--- config.mk ---
export PLATFORM = sky130hd
export DESIGN_NAME = phase_event_tracker
export DESIGN_NICKNAME = d
export VERILOG_FILES = /design/src/rtl/phase_event_tracker_pkg.sv /design/src/rtl/phase_event_tracker_evt_fifo.sv /design/src/rtl/phase_event_tracker.sv
export SDC_FILE = /design/constraint.sdc
export NUM_CORES = 1
export LEC_CHECK = 0
export CAP_MARGIN = 20
export CORE_MARGIN = 2
export CORE_UTILIZATION = 39
export CTS_CLUSTER_DIAMETER = 60
export DETAILED_ROUTE_END_ITERATION = 8
export GPL_TIMING_DRIVEN = 0
export SLEW_MARGIN = 20
export SYNTH_ARGS = -nofsm -noshare
export SYNTH_HDL_FRONTEND = slang
export SYNTH_HIERARCHICAL = 1
export SYNTH_SLANG_ARGS = --single-unit
--- constraint.sdc ---
create_clock -name clock -period 29.4 [get_ports clock]
set_input_delay 5.88 -clock clock [delete_from_list [all_inputs] [get_ports clock]]
set_output_delay 5.88 -clock clock [all_outputs]
set_load 0.005 [all_outputs]
--- src/rtl/phase_event_tracker_pkg.sv ---
// Shared definitions for the phase event tracker: marker decode constants, phase encoding
// and the queued event record layout.
package phase_event_tracker_pkg;

  // Marker: inst[31:24] == 0x00, inst[19:0] == 0x02013, id in inst[23:20]
  localparam logic [31:0] MarkerMask  = 32'hFF0F_FFFF;
  localparam logic [31:0] MarkerMatch = 32'h0000_2013;
  localparam logic [3:0]  MaxMarkerId = 4'd9;

  localparam int unsigned CodeW      = 5;
  localparam int unsigned CodeCmtBit = 4;
  localparam int unsigned CycleW     = 64;

  typedef enum logic [2:0] {
    PhIdle  = 3'd0,
    PhTrain = 3'd1,
    PhDelay = 3'd2,
    PhTexe  = 3'd3,
    PhLeak  = 3'd4,
    PhVctm  = 3'd5
  } phase_e;

  typedef struct packed {
    logic [CodeW-1:0]  code;
    logic [CycleW-1:0] cycle;
  } evt_rec_t;

  function automatic logic is_marker(logic [31:0] inst);
    return ((inst & MarkerMask) == MarkerMatch) && (inst[23:20] <= MaxMarkerId);
  endfunction

  // Even id starts phase id/2+1, odd id ends the same phase
  function automatic phase_e marker_phase(logic [3:0] id);
    return phase_e'(id[3:1] + 3'd1);
  endfunction

  function automatic logic [CodeW-1:0] make_code(logic is_cmt, logic [3:0] id);
    logic [CodeW-1:0] code;
    code = CodeW'(id);
    code[CodeCmtBit] = is_cmt;
    return code;
  endfunction

endpackage

--- src/rtl/phase_event_tracker_evt_fifo.sv ---
// Two-write / one-read synchronous FIFO. Writes are pre-compacted by the caller: wr_cnt_i
// entries taken from wr0 then wr1; the caller never writes more than free_cnt_o plus a pop.
module evt_fifo #(
  parameter int unsigned Depth = 8,
  parameter int unsigned Width = 8,
  localparam int unsigned PtrW = $clog2(Depth),
  localparam int unsigned CntW = PtrW + 1
) (
  input  logic             clock,
  input  logic             reset,
  input  logic [1:0]       wr_cnt_i,
  input  logic [Width-1:0] wr0_data_i,
  input  logic [Width-1:0] wr1_data_i,
  input  logic             rd_en_i,
  output logic             rd_valid_o,
  output logic [Width-1:0] rd_data_o,
  output logic [CntW-1:0]  free_cnt_o
);

  logic [Width-1:0] mem_q [Depth];
  logic [PtrW-1:0]  wptr_q, rptr_q;
  logic [PtrW-1:0]  wptr_nxt;
  logic [CntW-1:0]  cnt_q;
  logic             pop;

  assign pop        = rd_en_i && (cnt_q != '0);
  assign wptr_nxt   = wptr_q + PtrW'(1);
  assign rd_valid_o = (cnt_q != '0);
  assign rd_data_o  = rd_valid_o ? mem_q[rptr_q] : '0;
  assign free_cnt_o = CntW'(Depth) - cnt_q;

  always_ff @(posedge clock) begin
    if (!reset) begin
      wptr_q <= '0;
      rptr_q <= '0;
      cnt_q  <= '0;
    end else begin
      if (pop) rptr_q <= rptr_q + PtrW'(1);
      wptr_q <= wptr_q + PtrW'(wr_cnt_i);
      cnt_q  <= cnt_q + CntW'(wr_cnt_i) - CntW'(pop);
    end
  end

  // Storage needs no reset: reads are gated by the occupancy count
  always_ff @(posedge clock) begin
    if (reset && (wr_cnt_i != 2'd0)) mem_q[wptr_q] <= wr0_data_i;
    if (reset && (wr_cnt_i == 2'd2)) mem_q[wptr_nxt] <= wr1_data_i;
  end

endmodule

--- src/rtl/phase_event_tracker.sv ---
// Decodes dispatch/commit marker instructions, timestamps them into an event FIFO and
// tracks the committed attack phase with a sticky ordering-error flag.
module phase_event_tracker
  import phase_event_tracker_pkg::*;
#(
  parameter int unsigned DEPTH   = 8,
  parameter int unsigned TAINT_W = 32
) (
  input  logic               clock,
  input  logic               reset,
  input  logic               enq_valid_i,
  input  logic [31:0]        enq_inst_i,
  input  logic               cmt_valid_i,
  input  logic [31:0]        cmt_inst_i,
  input  logic [TAINT_W-1:0] taint_sum_i,
  output logic               evt_valid_o,
  input  logic               evt_ready_i,
  output logic [4:0]         evt_code_o,
  output logic [63:0]        evt_cycle_o,
  output logic [TAINT_W-1:0] evt_taint_o,
  output logic [2:0]         phase_o,
  output logic [15:0]        drop_cnt_o,
  output logic               seq_error_o
);

  localparam int unsigned RecW = $bits(evt_rec_t) + TAINT_W;
  localparam int unsigned CntW = $clog2(DEPTH) + 1;

  logic [63:0]     cycle_q;
  phase_e          phase_q, phase_d, cmt_phase;
  logic            seq_error_q, seq_error_d;
  logic [15:0]     drop_cnt_q, drop_cnt_d;
  logic [16:0]     drop_sum;
  logic            disp_hit, cmt_hit, pop;
  logic [3:0]      cmt_id;
  evt_rec_t        disp_rec, cmt_rec, head_rec;
  logic [RecW-1:0] disp_word, cmt_word, wr0_data, wr1_data, rd_data;
  logic [1:0]      wr_cnt, n_drop;
  logic [CntW-1:0] free_cnt;
  logic [CntW:0]   avail;

  assign disp_hit  = enq_valid_i && is_marker(enq_inst_i);
  assign cmt_hit   = cmt_valid_i && is_marker(cmt_inst_i);
  assign cmt_id    = cmt_inst_i[23:20];
  assign cmt_phase = marker_phase(cmt_id);

  assign disp_rec  = '{code: make_code(1'b0, enq_inst_i[23:20]), cycle: cycle_q};
  assign cmt_rec   = '{code: make_code(1'b1, cmt_id), cycle: cycle_q};
  assign disp_word = {taint_sum_i, disp_rec};
  assign cmt_word  = {taint_sum_i, cmt_rec};
  assign pop       = evt_valid_o && evt_ready_i;

  // Slots freed by this cycle's pop are usable by this cycle's pushes
  always_comb begin
    avail    = {1'b0, free_cnt} + (CntW + 1)'(pop);
    wr_cnt   = 2'd0;
    n_drop   = 2'd0;
    wr0_data = disp_word;
    wr1_data = cmt_word;
    case ({disp_hit, cmt_hit})
      2'b11: begin
        if (avail >= (CntW + 1)'(2)) begin
          wr_cnt = 2'd2;
        end else if (avail == (CntW + 1)'(1)) begin
          wr_cnt = 2'd1;
          n_drop = 2'd1;
        end else begin
          n_drop = 2'd2;
        end
      end
      2'b10, 2'b01: begin
        if (cmt_hit) wr0_data = cmt_word;
        if (avail != '0) wr_cnt = 2'd1;
        else             n_drop = 2'd1;
      end
      default: ;
    endcase
  end

  always_comb begin
    drop_sum   = {1'b0, drop_cnt_q} + 17'(n_drop);
    drop_cnt_d = drop_sum[16] ? 16'hFFFF : drop_sum[15:0];
  end

  always_comb begin
    phase_d     = phase_q;
    seq_error_d = seq_error_q;
    if (cmt_hit) begin
      if (!cmt_id[0]) begin
        if (phase_q == PhIdle) begin
          phase_d = cmt_phase;
        end else begin
          phase_d     = PhIdle;
          seq_error_d = 1'b1;
        end
      end else begin
        phase_d = PhIdle;
        if (phase_q != cmt_phase) seq_error_d = 1'b1;
      end
    end
  end

  always_ff @(posedge clock) begin
    if (!reset) begin
      cycle_q     <= '0;
      phase_q     <= PhIdle;
      seq_error_q <= 1'b0;
      drop_cnt_q  <= '0;
    end else begin
      cycle_q     <= cycle_q + 64'd1;
      phase_q     <= phase_d;
      seq_error_q <= seq_error_d;
      drop_cnt_q  <= drop_cnt_d;
    end
  end

  evt_fifo #(
    .Depth (DEPTH),
    .Width (RecW)
  ) u_evt_fifo (
    .clock      (clock),
    .reset      (reset),
    .wr_cnt_i   (wr_cnt),
    .wr0_data_i (wr0_data),
    .wr1_data_i (wr1_data),
    .rd_en_i    (evt_ready_i),
    .rd_valid_o (evt_valid_o),
    .rd_data_o  (rd_data),
    .free_cnt_o (free_cnt)
  );

  assign head_rec    = evt_rec_t'(rd_data[$bits(evt_rec_t)-1:0]);
  assign evt_code_o  = head_rec.code;
  assign evt_cycle_o = head_rec.cycle;
  assign evt_taint_o = rd_data[RecW-1 -: TAINT_W];
  assign phase_o     = phase_q;
  assign drop_cnt_o  = drop_cnt_q;
  assign seq_error_o = seq_error_q;

endmodule

==> results.yml <==
hold_path:
  whs_path_depth: 2
  holdCritPathClass: "reg2reg"
  hp-start: "seq_error_o"
clock_tree:
  hold_buffers: 0
  cts_resized: 0
  cts_root_buffer: "clkbuf_16"
  cts_max_path_buffers: 3
  cts_buffers: 102
  cts_tree: "yes"
  clock_latency_ns: 0.68
  cts_sinks: 905
  htree_levels: 3
  postCtsSetupRepairBufs: 0
  clkSlewWorstSetupHoldPaths_ns: 0.06
power:
  combPwrFrac: 0.237
  peakVddDrop_uv: 45.3
  p_sw_frac: 0.266
  p_sw_uw: 914
  power_density_nw_per_um2: 63.9
  seq_power_share: 0.407
  clockPowerShare: 0.356
  power.internal_uw: 2520
  p_leak_uw: 0.0183
  power_uw: 3430
floorplanning:
  ios: 223
  rows: 124
  die_w_um: 344
  core_um2: 114000
  die_area_um2: 118000
  start_util: 0.393
  dieHeight_um: 344
worst_setup_path:
  timing.critical_path.slowest_stage_cell: "o32ai_4"
  startpoint_type: "input port"
  end_kind: "register"
  max_stage_delay_ns: 0.78
  crit_buf_inv: 7
  reg2reg_from: "u_evt_fifo/cnt_q[0]"
  worstPathMaxFanout: 11
  worstPathRequired_ns: 29.78
  cp_top_family: "simple AND/OR/NAND/NOR gates"
  arrival_ns: 10.68
  worstPathCellList: "clkdlybuf4s50_1 -> nor4b_1 -> nand4_1 -> or4_1 -> clkbuf_1 -> inv_1 -> ha_1 -> nor3b_1 -> nand4b_1 -> o32ai_4 -> buf_6 -> buf_8 -> buf_6 -> buf_6"
  worst-path-stages: 14
  r2r_cells: 16
  cp_common_cell: "buf_6"
  worst-setup-path-type: "in2reg"
  critPathLaunch: "cmt_inst_i[7]"
route:
  drt-wirelength-per-cell_um: 25.4
  dr.first_iter.drc_count: 2243
  via_per_inst: 5.50
  first_pass_iters: 5
  vias: 25800
  ant_nets: 0
  drt-total-wl_um: 119000
  drcViolationCount: 0
layout:
  fill_cells: 9710
  nets: 3218
  drive_gt1_frac: 0.427
  syn2layout_area_growth_pct: 19.4
timing:
  slew_viol_final: 0
  finalCritPeriodShare: 0.350
  rsz0062_at_grt: "no"
  setup_viol: 0
  tns_ns: 0
  hold_viol: 0
  timing.fmax_mhz: 97.1
  tightest_slew_ns: 1.04
  min_period_ns: 10.30
  setup_ws_ns: 19.10
  skew_ns: 0.0163
  max-slew-margin-rel: 0.308
logic_synthesis:
  synth_edf_count: 808
  synth.most_common_cell: "edfxtp_1"
  synth_cell_type_count: 67
  ys_seq_area_frac: 0.583
  synth.avg_cell_area_um2: 16.7
  synth_top_area_frac: 0.540
  synth_cells: 2697
  synth_area_leaders: "edfxtp_1 (54%), mux2_2 (20%), mux4_2 (10%)"
  synth-async-reset-ratio: 0
  ys_seq_elements: 905
  ys_top_cells_by_count: "edfxtp_1 (808), mux2_2 (802), mux4_2 (202), a22o_1 (101), dfxtp_1 (97)"
  syn_area_um2: 45000
  synth_flop_cell: "edfxtp_1"
  yosysWarningCount: 6
  yosys.area.top_type: "edfxtp_1"
placement:
  hpwl_um: 81000
  portBuffers: 222
  pre_cts_ws_ns: 18.46
  gp_congestion: 0.824
global_route:
  grt_max_degree: 24
  grt.busiest_layer: "met2"
  grt_use_met1: 0.258
  gr-usage-met2: 0.352
  grt_usage: 0.202
  grt_pass1_vias: 27100
  grt_first_pass_wirelength_um: 176000
  antenna_found_initial: 2
  overflow: 0
  use_met3: 0.0286
status:
  status: "complete, no violations"
run:
  timing.max_cap.violations: 0
registers in the layout, indices dropped and copies added (netlist names), named ones only:
name,flops
u_evt_fifo/rptr_q,3
u_evt_fifo/cnt_q,4
drop_cnt_o,16
cycle_q,64
phase_o,3
u_evt_fifo/wptr_q,3
seq_error_o,1
u_evt_fifo/mem_q,808
cells by family (layout without fill, tap and decap cells):
logic type | count (synthesis) | in the layout | synth area share
AOI/OAI and AO/OA | 197 | 197 | 0.0324
xor gates and xnor gates | 58 | 58 | 0.0116
adders and majority gates | 21 | 21 | 0.00635
buffers and inverters | 205 | 682 | 0.0250
DFF | 905 | 905 | 0.583
muxes | 1017 | 1017 | 0.305
other | 1 | 9 | 0.0000834
and+or+nand+nor | 293 | 293 | 0.0364
worst reg2reg max path: stages, from the launching register on:
cell and delay (ns):
dfxtp_1 0.35, inv_1 0.09, ha_1 0.27, nand2_1 0.15, and2_1 0.19, ha_1 0.19, ha_1 0.19, and2_1 0.14
a21oi_1 0.18, nor3_1 0.08, nor3b_1 0.74, nand4b_1 0.53, o32ai_4 0.78, buf_6 0.25, buf_8 0.20, buf_6 0.21
buf_6 0.18
final cells by class:
cell class                      instances  area [µm²]  area share
Sequential cell                       905       26200       0.488
Multi-Input combinational cell       1594       17800       0.332
Timing Repair Buffer                  288        3480      0.0648
Clock buffer                          137        2770      0.0516
Tap cell                             1512        1890      0.0352
Buffer                                175        1020      0.0189
Clock inverter                         52         410     0.00765
Inverter                               30         113     0.00210
Antenna cell                            1        2.50   0.0000466
layer usage:
| metal | vias up | wire, µm | share of wire |
|---|---|---|---|
| met1 | 13200 | 49600 | 0.42 |
| met2 | 673 | 60400 | 0.51 |
| met3 | 172 | 5710 | 0.048 |
| met5 | - | 0 | 0 |
| met4 | 0 | 3600 | 0.030 |
| li1 | 11800 | - | - |
power by group through the flow:
stage / Combinational [µW] / Sequential (µW) / Clock, µW
2_1_floorplan: 439 / 1420 / 0
3_3_place_gp: 825 / 1420 / 0
3_5_place_dp: 830 / 1420 / 0
4_1_cts: 834 / 1400 / 1250
5_1_grt: 871 / 1400 / 1300
6_report: 813 / 1400 / 1220
final timing paths:
kind / endpoint / slack, ns
setup / recovery: u_evt_fifo/mem_q[7][96] / 19.10
hold reg to reg: seq_error_o / 0.47
setup reg to reg: u_evt_fifo/mem_q[7][96] / 24.39
hold / removal: seq_error_o / 0.47
cell usage in the layout (no fill, tap or decap), drive strengths merged, types with 3 or more instances in the layout:
| cell type | Yosys | final |
|---|---|---|
| nand2b | 4 | 4 |
| mux2 | 812 | 812 |
| nand4 | 36 | 36 |
| and4 | 3 | 3 |
| a21oi | 46 | 46 |
| ha | 18 | 18 |
| xor2 | 37 | 37 |
| nand2 | 49 | 49 |
| o211ai | 3 | 3 |
| o21ai | 21 | 21 |
| mux4 | 202 | 202 |
| buf | 125 | 191 |
| nor4b | 6 | 6 |
| and2 | 10 | 10 |
| clkbuf | 50 | 187 |
| a22o | 101 | 101 |
| edfxtp | 808 | 808 |
| nor4 | 18 | 18 |
| inv | 29 | 33 |
| xnor2 | 21 | 21 |
| o31ai | 3 | 3 |
| nor3 | 21 | 21 |
| clkdlybuf4s50 | 0 | 222 |
| conb | 1 | 8 |
| clkinv | 1 | 42 |
| and3 | 7 | 7 |
| fa | 3 | 3 |
| nor2 | 64 | 64 |
| bufinv | 0 | 5 |
| or4 | 8 | 8 |
| nand3 | 33 | 33 |
| or3 | 21 | 21 |
| o32ai | 5 | 5 |
| dfxtp | 97 | 97 |
| mux2i | 3 | 3 |
through the flow:
stage	instance area [µm²]	utilization	hold WS (ns)	instances
2_1_floorplan	45000	-	0.460	2704
3_3_place_gp	49100	0.429	0.472	4438
3_5_place_dp	50500	0.442	0.456	4504
4_1_cts	53700	0.469	0.468	4693
5_1_grt	53700	0.469	0.532	4694
6_report	53700	0.469	0.467	4694
Power figures use the tool's default switching activity.
